**config.mk**
```make
export PLATFORM = sky130hd
export DESIGN_NAME = ram16_arbiter
export DESIGN_NICKNAME = d
export VERILOG_FILES = /design/src/rtl/ram16_arb_pkg.sv /design/src/rtl/ram16_arbiter_rr.sv /design/src/rtl/ram16_arbiter.sv
export SDC_FILE = /design/constraint.sdc
export NUM_CORES = 1
export LEC_CHECK = 0
export CAP_MARGIN = 20
export CORE_MARGIN = 10
export CORE_UTILIZATION = 38
export CTS_BUF_LIST = sky130_fd_sc_hd__clkbuf_8 sky130_fd_sc_hd__clkbuf_16
export CTS_CLUSTER_DIAMETER = 60
export CTS_CLUSTER_SIZE = 16
export DETAILED_ROUTE_END_ITERATION = 8
export HOLD_SLACK_MARGIN = 0.05
export PLACE_DENSITY_LB_ADDON = 0.25
export SYNTH_ARGS = -nofsm -noshare
export SYNTH_HDL_FRONTEND = slang
export SYNTH_SLANG_ARGS = --single-unit
```
**constraint.sdc**
```tcl
create_clock -name clk -period 2.2 [get_ports clk]
set_input_delay 0.33 -clock clk [delete_from_list [all_inputs] [get_ports clk]]
set_output_delay 0.33 -clock clk [all_outputs]
set_load 0.01 [all_outputs]
```
**src/rtl/ram16_arb_pkg.sv**
```systemverilog
// Shared types and the round-robin search used by the ram16 arbiter.
// Tag ids are sized for the largest supported requester count.
package ram16_arb_pkg;

    localparam int MAX_REQ = 8;

    function automatic int id_width(input int n);
        return (n > 1) ? $clog2(n) : 1;
    endfunction

    // Wide enough for any legal NUM_REQ, so one tag type serves every configuration.
    localparam int ID_W = id_width(MAX_REQ);

    typedef struct packed {
        logic            vld;
        logic [ID_W-1:0] id;
    } rd_tag_t;

    typedef struct packed {
        logic            found;
        logic [ID_W-1:0] idx;
    } pick_t;

    // First set bit of valid at or after ptr, wrapping modulo n.
    function automatic pick_t rr_pick(
        input logic [MAX_REQ-1:0] valid,
        input logic [ID_W-1:0]    ptr,
        input int                 n
    );
        pick_t res;
        int    j;
        res = '0;
        for (int k = 0; k < MAX_REQ; k++) begin
            if (k < n) begin
                j = int'(ptr) + k;
                if (j >= n) begin
                    j = j - n;
                end
                if (!res.found && valid[j]) begin
                    res.found = 1'b1;
                    res.idx   = ID_W'(j);
                end
            end
        end
        return res;
    endfunction

endpackage

```
**src/rtl/ram16_arbiter_rr.sv**
```systemverilog
// Round-robin grant generator: holds the rotating priority pointer and
// produces a one-hot grant plus its index for the current cycle.
module rr_arbiter
    import ram16_arb_pkg::*;
#(
    parameter int NUM_REQ = 2
) (
    input  logic               clk,
    input  logic               rst,
    input  logic [NUM_REQ-1:0] req_valid,
    input  logic               advance,
    output logic [NUM_REQ-1:0] gnt_onehot,
    output logic [ID_W-1:0]    gnt_idx
);

    logic [ID_W-1:0]    rr_ptr_reg;
    logic [ID_W-1:0]    rr_ptr_next;
    logic [MAX_REQ-1:0] valid_ext;
    pick_t              pick;
    logic               gnt_found;

    always_comb begin
        valid_ext                = '0;
        valid_ext[NUM_REQ-1:0]   = req_valid;
        pick                     = rr_pick(valid_ext, rr_ptr_reg, NUM_REQ);
    end

    // No grant may be visible while reset is held.
    assign gnt_found = pick.found & ~rst;
    assign gnt_idx   = pick.idx;

    generate
        for (genvar gi = 0; gi < NUM_REQ; gi++) begin : g_onehot
            assign gnt_onehot[gi] = gnt_found & (pick.idx == ID_W'(gi));
        end
    endgenerate

    assign rr_ptr_next = (gnt_idx == ID_W'(NUM_REQ - 1)) ? '0 : gnt_idx + ID_W'(1);

    always_ff @(posedge clk) begin
        if (rst) begin
            rr_ptr_reg <= '0;
        end else if (advance) begin
            rr_ptr_reg <= rr_ptr_next;
        end
    end

endmodule

```
**src/rtl/ram16_arbiter.sv**
```systemverilog
// Shares one single-port synchronous memory between NUM_REQ requesters and
// routes each read response back to its issuer via a tag pipeline.
module ram16_arbiter
    import ram16_arb_pkg::*;
#(
    parameter int NUM_REQ = 2,
    parameter int ADDR_W  = 4,
    parameter int DATA_W  = 8,
    parameter int RD_LAT  = 1
) (
    input  logic                      clk,
    input  logic                      rst,
    input  logic [NUM_REQ-1:0]        req_valid,
    output logic [NUM_REQ-1:0]        req_ready,
    input  logic [NUM_REQ-1:0]        req_write,
    input  logic [NUM_REQ*ADDR_W-1:0] req_addr,
    input  logic [NUM_REQ*DATA_W-1:0] req_wdata,
    output logic [NUM_REQ-1:0]        rsp_valid,
    output logic [DATA_W-1:0]         rsp_rdata,
    output logic                      mem_en,
    output logic                      mem_write,
    output logic [ADDR_W-1:0]         mem_addr,
    output logic [DATA_W-1:0]         mem_wdata,
    input  logic [DATA_W-1:0]         mem_rdata,
    output logic                      busy
);

    logic [NUM_REQ-1:0] gnt_onehot;
    logic [ID_W-1:0]    gnt_idx;
    logic               transfer;

    rr_arbiter #(
        .NUM_REQ (NUM_REQ)
    ) u_rr (
        .clk        (clk),
        .rst        (rst),
        .req_valid  (req_valid),
        .advance    (transfer),
        .gnt_onehot (gnt_onehot),
        .gnt_idx    (gnt_idx)
    );

    assign req_ready = gnt_onehot;
    assign transfer  = |(req_valid & gnt_onehot);

    // AND-OR mux: unselected slices contribute zero, so idle cycles drive zeros.
    logic [NUM_REQ-1:0] write_sel;
    logic [ADDR_W-1:0]  addr_sel  [NUM_REQ];
    logic [DATA_W-1:0]  wdata_sel [NUM_REQ];

    generate
        for (genvar gi = 0; gi < NUM_REQ; gi++) begin : g_sel
            assign write_sel[gi] = gnt_onehot[gi] & req_write[gi];
            assign addr_sel[gi]  = {ADDR_W{gnt_onehot[gi]}} & req_addr[gi*ADDR_W +: ADDR_W];
            assign wdata_sel[gi] = {DATA_W{gnt_onehot[gi]}} & req_wdata[gi*DATA_W +: DATA_W];
        end
    endgenerate

    always_comb begin
        mem_en    = transfer;
        mem_write = |write_sel;
        mem_addr  = '0;
        mem_wdata = '0;
        for (int i = 0; i < NUM_REQ; i++) begin
            mem_addr  = mem_addr | addr_sel[i];
            mem_wdata = mem_wdata | wdata_sel[i];
        end
    end

    // Stage k is visible k+1 cycles after the read; stage RD_LAT-1 lines up
    // with valid mem_rdata, and stage RD_LAT with the response cycle.
    rd_tag_t            tag_reg [RD_LAT+1];
    rd_tag_t            tag_in;
    logic [NUM_REQ-1:0] rsp_valid_reg;
    logic [NUM_REQ-1:0] rsp_valid_next;
    logic [DATA_W-1:0]  rsp_rdata_reg;

    always_comb begin
        tag_in.vld = transfer & ~mem_write;
        tag_in.id  = gnt_idx;
    end

    generate
        for (genvar gi = 0; gi < NUM_REQ; gi++) begin : g_rsp
            assign rsp_valid_next[gi] = tag_reg[RD_LAT-1].vld &
                                        (tag_reg[RD_LAT-1].id == ID_W'(gi));
        end
    endgenerate

    always_ff @(posedge clk) begin
        if (rst) begin
            for (int k = 0; k <= RD_LAT; k++) begin
                tag_reg[k] <= '0;
            end
            rsp_valid_reg <= '0;
            rsp_rdata_reg <= '0;
        end else begin
            tag_reg[0] <= tag_in;
            for (int k = 1; k <= RD_LAT; k++) begin
                tag_reg[k] <= tag_reg[k-1];
            end
            rsp_valid_reg <= rsp_valid_next;
            if (tag_reg[RD_LAT-1].vld) begin
                rsp_rdata_reg <= mem_rdata;
            end
        end
    end

    assign rsp_valid = rsp_valid_reg;
    assign rsp_rdata = rsp_rdata_reg;

    always_comb begin
        busy = 1'b0;
        for (int k = 0; k <= RD_LAT; k++) begin
            busy = busy | tag_reg[k].vld;
        end
    end

endmodule

```
==> summary.md <==
| Metric | Value |
|---|---|
| Req. time, crit path | `between 1.5 and 2 ns` |
| Inserted Clock Buffers | `3` |
| Die area | `6740 sq um` |
| CTS Sinks | `18` |
| # setup viols final | `16` |
| Post-Syn Area | `approximately 1500 sq um` |
| Synth Area in Adders | `roughly 5.1%` |
| Residual DRC | `0` |
| Cells after DPL | `310` |
| WHS | `0.429 ns` |
| Failing checks | `setup timing` |
| Post-synth top area share | `24.6%` |
| Cell Count, Final, Fillers Out | `326` |
| Largest family of logic cells by synthesized area | `simple AND/OR/NAND/NOR gates` |
| Setup TNS | `-3.51 ns` |
| Die X | `approximately 82 um` |
| Worst setup endpoint | `req_ready[0]` |
| RSZ-0062 raised after global routing | `true` |
| Status | `complete, but fails checks` |
| Synthesized instance count | `189` |
| Final period util | `112%` |
| Initial Utilization | `39.7%` |
| FFs w/ async S/R, synth | `0%` |
| Final WL | `5390 um` |
| Detailed Place HPWL | `3410 um` |
| Drt via density | `~5.4` |
| TritonRoute pass-1 iters | `5` |
| F_max | `407 MHz` |
| Mean post-synth cell area | `7.75 sq um` |
| Crit Path Max Fanout | `4` |
| Vias | `1764` |
| Routed WL per cell | `16.5 um` |
| Largest register FFs | `8` |
| Post-synthesis sequential area ratio | `24.6%` |
| Fin Clk Skew | `0.00604 ns` |
| Post-route ant nets | `0` |
| All-layer global routing usage | `14.8%` |
| Critical Path Sink Type | `primary output` |
| Met2 wire length | `around 2700 um` |
| Worst r2r dst | `tag_reg[0][3]` |
| Simple-Gate Fraction of Synth Area | `42.3%` |
| Register area | `roughly 370 sq um` |
| Initial antenna violation count | `0` |
| Fin crit period | `around 2.5 ns` |
| CTS clk-pin slew, worst paths | `0.07 ns` |
| Commonest cells post-synth | `nand3_1, dfxtp_1, nand2_1, nand4_1, a21o_1` |
| Maxcap violations | `0` |
| First-pass GRT wire length | `8110 um` |
| Gpl congestion | `0.769` |
| Critical path type | `reg2out` |
| Post-synthesis mux area share | `7.69%` |
| Post-CTS Hold Buffers | `0` |
| WL met3 | `~420 um` |
| Skew-Pair Late Insertion Delay | `0.26 ns` |
| Syn. warnings | `0` |
| Final Net Count | `323` |
| Setup WS post-layout | `-0.256 ns` |
| Synthesized flop and latch total | `18` |
| Clock Path Buffers | `2` |
| Post-synthesis xor/xnor area fraction | `1.71%` |
| CTS tree | `done` |
| Flop2flop setup slack | `between 0.1 and 0.15 ns` |
| Vias in the first global route | `about 1700` |
| VDD IR max | `0.357 mV` |
| Synth area leaders | `dfxtp_1, nand3_1, a21o_1` |
| Critical Path Source Type | `register` |
| Most numerous cell in the Yosys netlist | `nand3_1` |
| Number of distinct library cells after synthesis | `35` |
| Post-synth top area cell | `dfxtp_1` |
| Filler cell count | `298` |
| Top routing layer used | `met4` |
| Diodes inserted | `0` |
| Hold crit path type | `reg2reg` |
| Height of the chip | `~80 um` |
| Share of cells above drive strength 1 | `29.9%` |
| Worst EP arrival | `roughly 2.1 ns` |
| Pin count of the biggest net entering global routing | `21` |
| Aggregate global routing overflow | `0` |
| PD cells | `between 700 and 800 nW/um^2` |
| M1 WL | `roughly 2100 um` |
| Number of max-slew violations in the final report | `0` |
| Crit path from | `u_rr.rr_ptr_reg[1]` |
| Worst reg2reg startpoint | `u_rr.rr_ptr_reg[1]` |
| Top-level I/O count | `65` |
| Initial DRC Count | `just over 60` |
| IO Port Bufs | `64` |
| # rows | `22` |
| Top_reg_cell synth | `dfxtp_1` |
| Final Hold Vio Count | `0` |
| Complex-gate fraction of the synthesized area | `between 10% and 20%` |
| Placeable Area | `3690 sq um` |
| CTS H-tree lvls | `1` |
| LEAKAGE | `1.08 nW` |
| Layout area overhead | `81.3%` |
| Worst r2r path cells | `9` |
| Multi-input gate area | `1140 sq um` |
| EDFF count, synth | `0` |
| Root buffer cell | `clkbuf_8` |
metal layers:
layer / vias up / global-route usage [%]
met2: 62 / 26.5
li1: 860 / -
met4: 0 / 3.74
met5: - / 0
met3: 15 / 4.00
met1: 827 / 17.1
cell usage in the layout, fill, tap and decap left out, types with 9 or more instances in the layout:
master	count
nor2_1	12
nand3_1	21
a21o_1	13
nand3b_1	12
buf_2	10
mux2i_1	9
dfxtp_1	15
clkdlybuf4s50_1	48
nand2_1	16
buf_6	13
nand4_1	15
buf_4	25
nor3b_1	12
area by class of cell:
cell class	count	share of cell area [%]
clock buffers	4	2.07
multi-input cells	149	42.9
flip-flops and latches	18	13.9
well taps	48	2.26
inverters	5	0.801
repair buffers	102	38.1
report_power, final:
| group | total [mW] | switching [mW] | internal, mW |
|---|---|---|---|
| clock | 0.271 | 0.112 | 0.159 |
| sequential | 0.402 | 0.0309 | 0.371 |
| combinational | 1.44 | 0.671 | 0.767 |
| total | 2.11 | 0.814 | 1.30 |
worst max-delay path, cell delays in order, from the launching register on:
cell and delay, ns:
dfxtp_4 0.40, buf_6 0.11, ha_4 0.10, nand2b_4 0.12, mux2i_4 0.26, o2111ai_4 0.17, buf_6 0.18, buf_6 0.11
a21oi_4 0.13, and3_4 0.19, buf_6 0.09
worst min-delay path by stage:
stage / to / slack, ns / cells past startpoint / start
after floorplan: rsp_valid[0] / 0.39 / 1 / tag_reg[0][0]
after global placement: rsp_valid[0] / 0.41 / 1 / tag_reg[0][2]
after detailed placement: rsp_valid[1] / 0.42 / 1 / tag_reg[0][1]
after CTS: rsp_valid[1] / 0.44 / 1 / tag_reg[0][1]
after global routing: rsp_valid[0] / 0.44 / 1 / tag_reg[0][0]
final: rsp_valid[1] / 0.43 / 1 / tag_reg[0][1]
metrics by stage:
step	utilization, %	setup WS (ns)	power, mW	area (sq um)
final	72.0	-0.256	2.11	2660
after detailed placement	63.1	-0.382	1.52	2330
after floorplan	-	0.000763	1.02	1490
after CTS	67.9	-0.193	1.95	2510
after global routing	72.0	-0.345	2.23	2660
after global placement	63.1	-0.366	1.51	2330
cells by family after synthesis:
logic type	Yosys count
fa+ha+maj	6
other cells	1
buf+inv	23
simple gates	109
mux	10
compound gates	20
xor+xnor	2
flops	18
repair_timing:
item / in CTS / in global routing
gates resized for setup: 86 / 19
endpoints found under the hold margin: 0 / 0
pin swaps: 7 / 17
endpoints found under the setup margin: 16 / 16
setup buffers: 5 / 3
cloned: 3 / 1
Note: power is estimated with default switching activity, not from simulation.
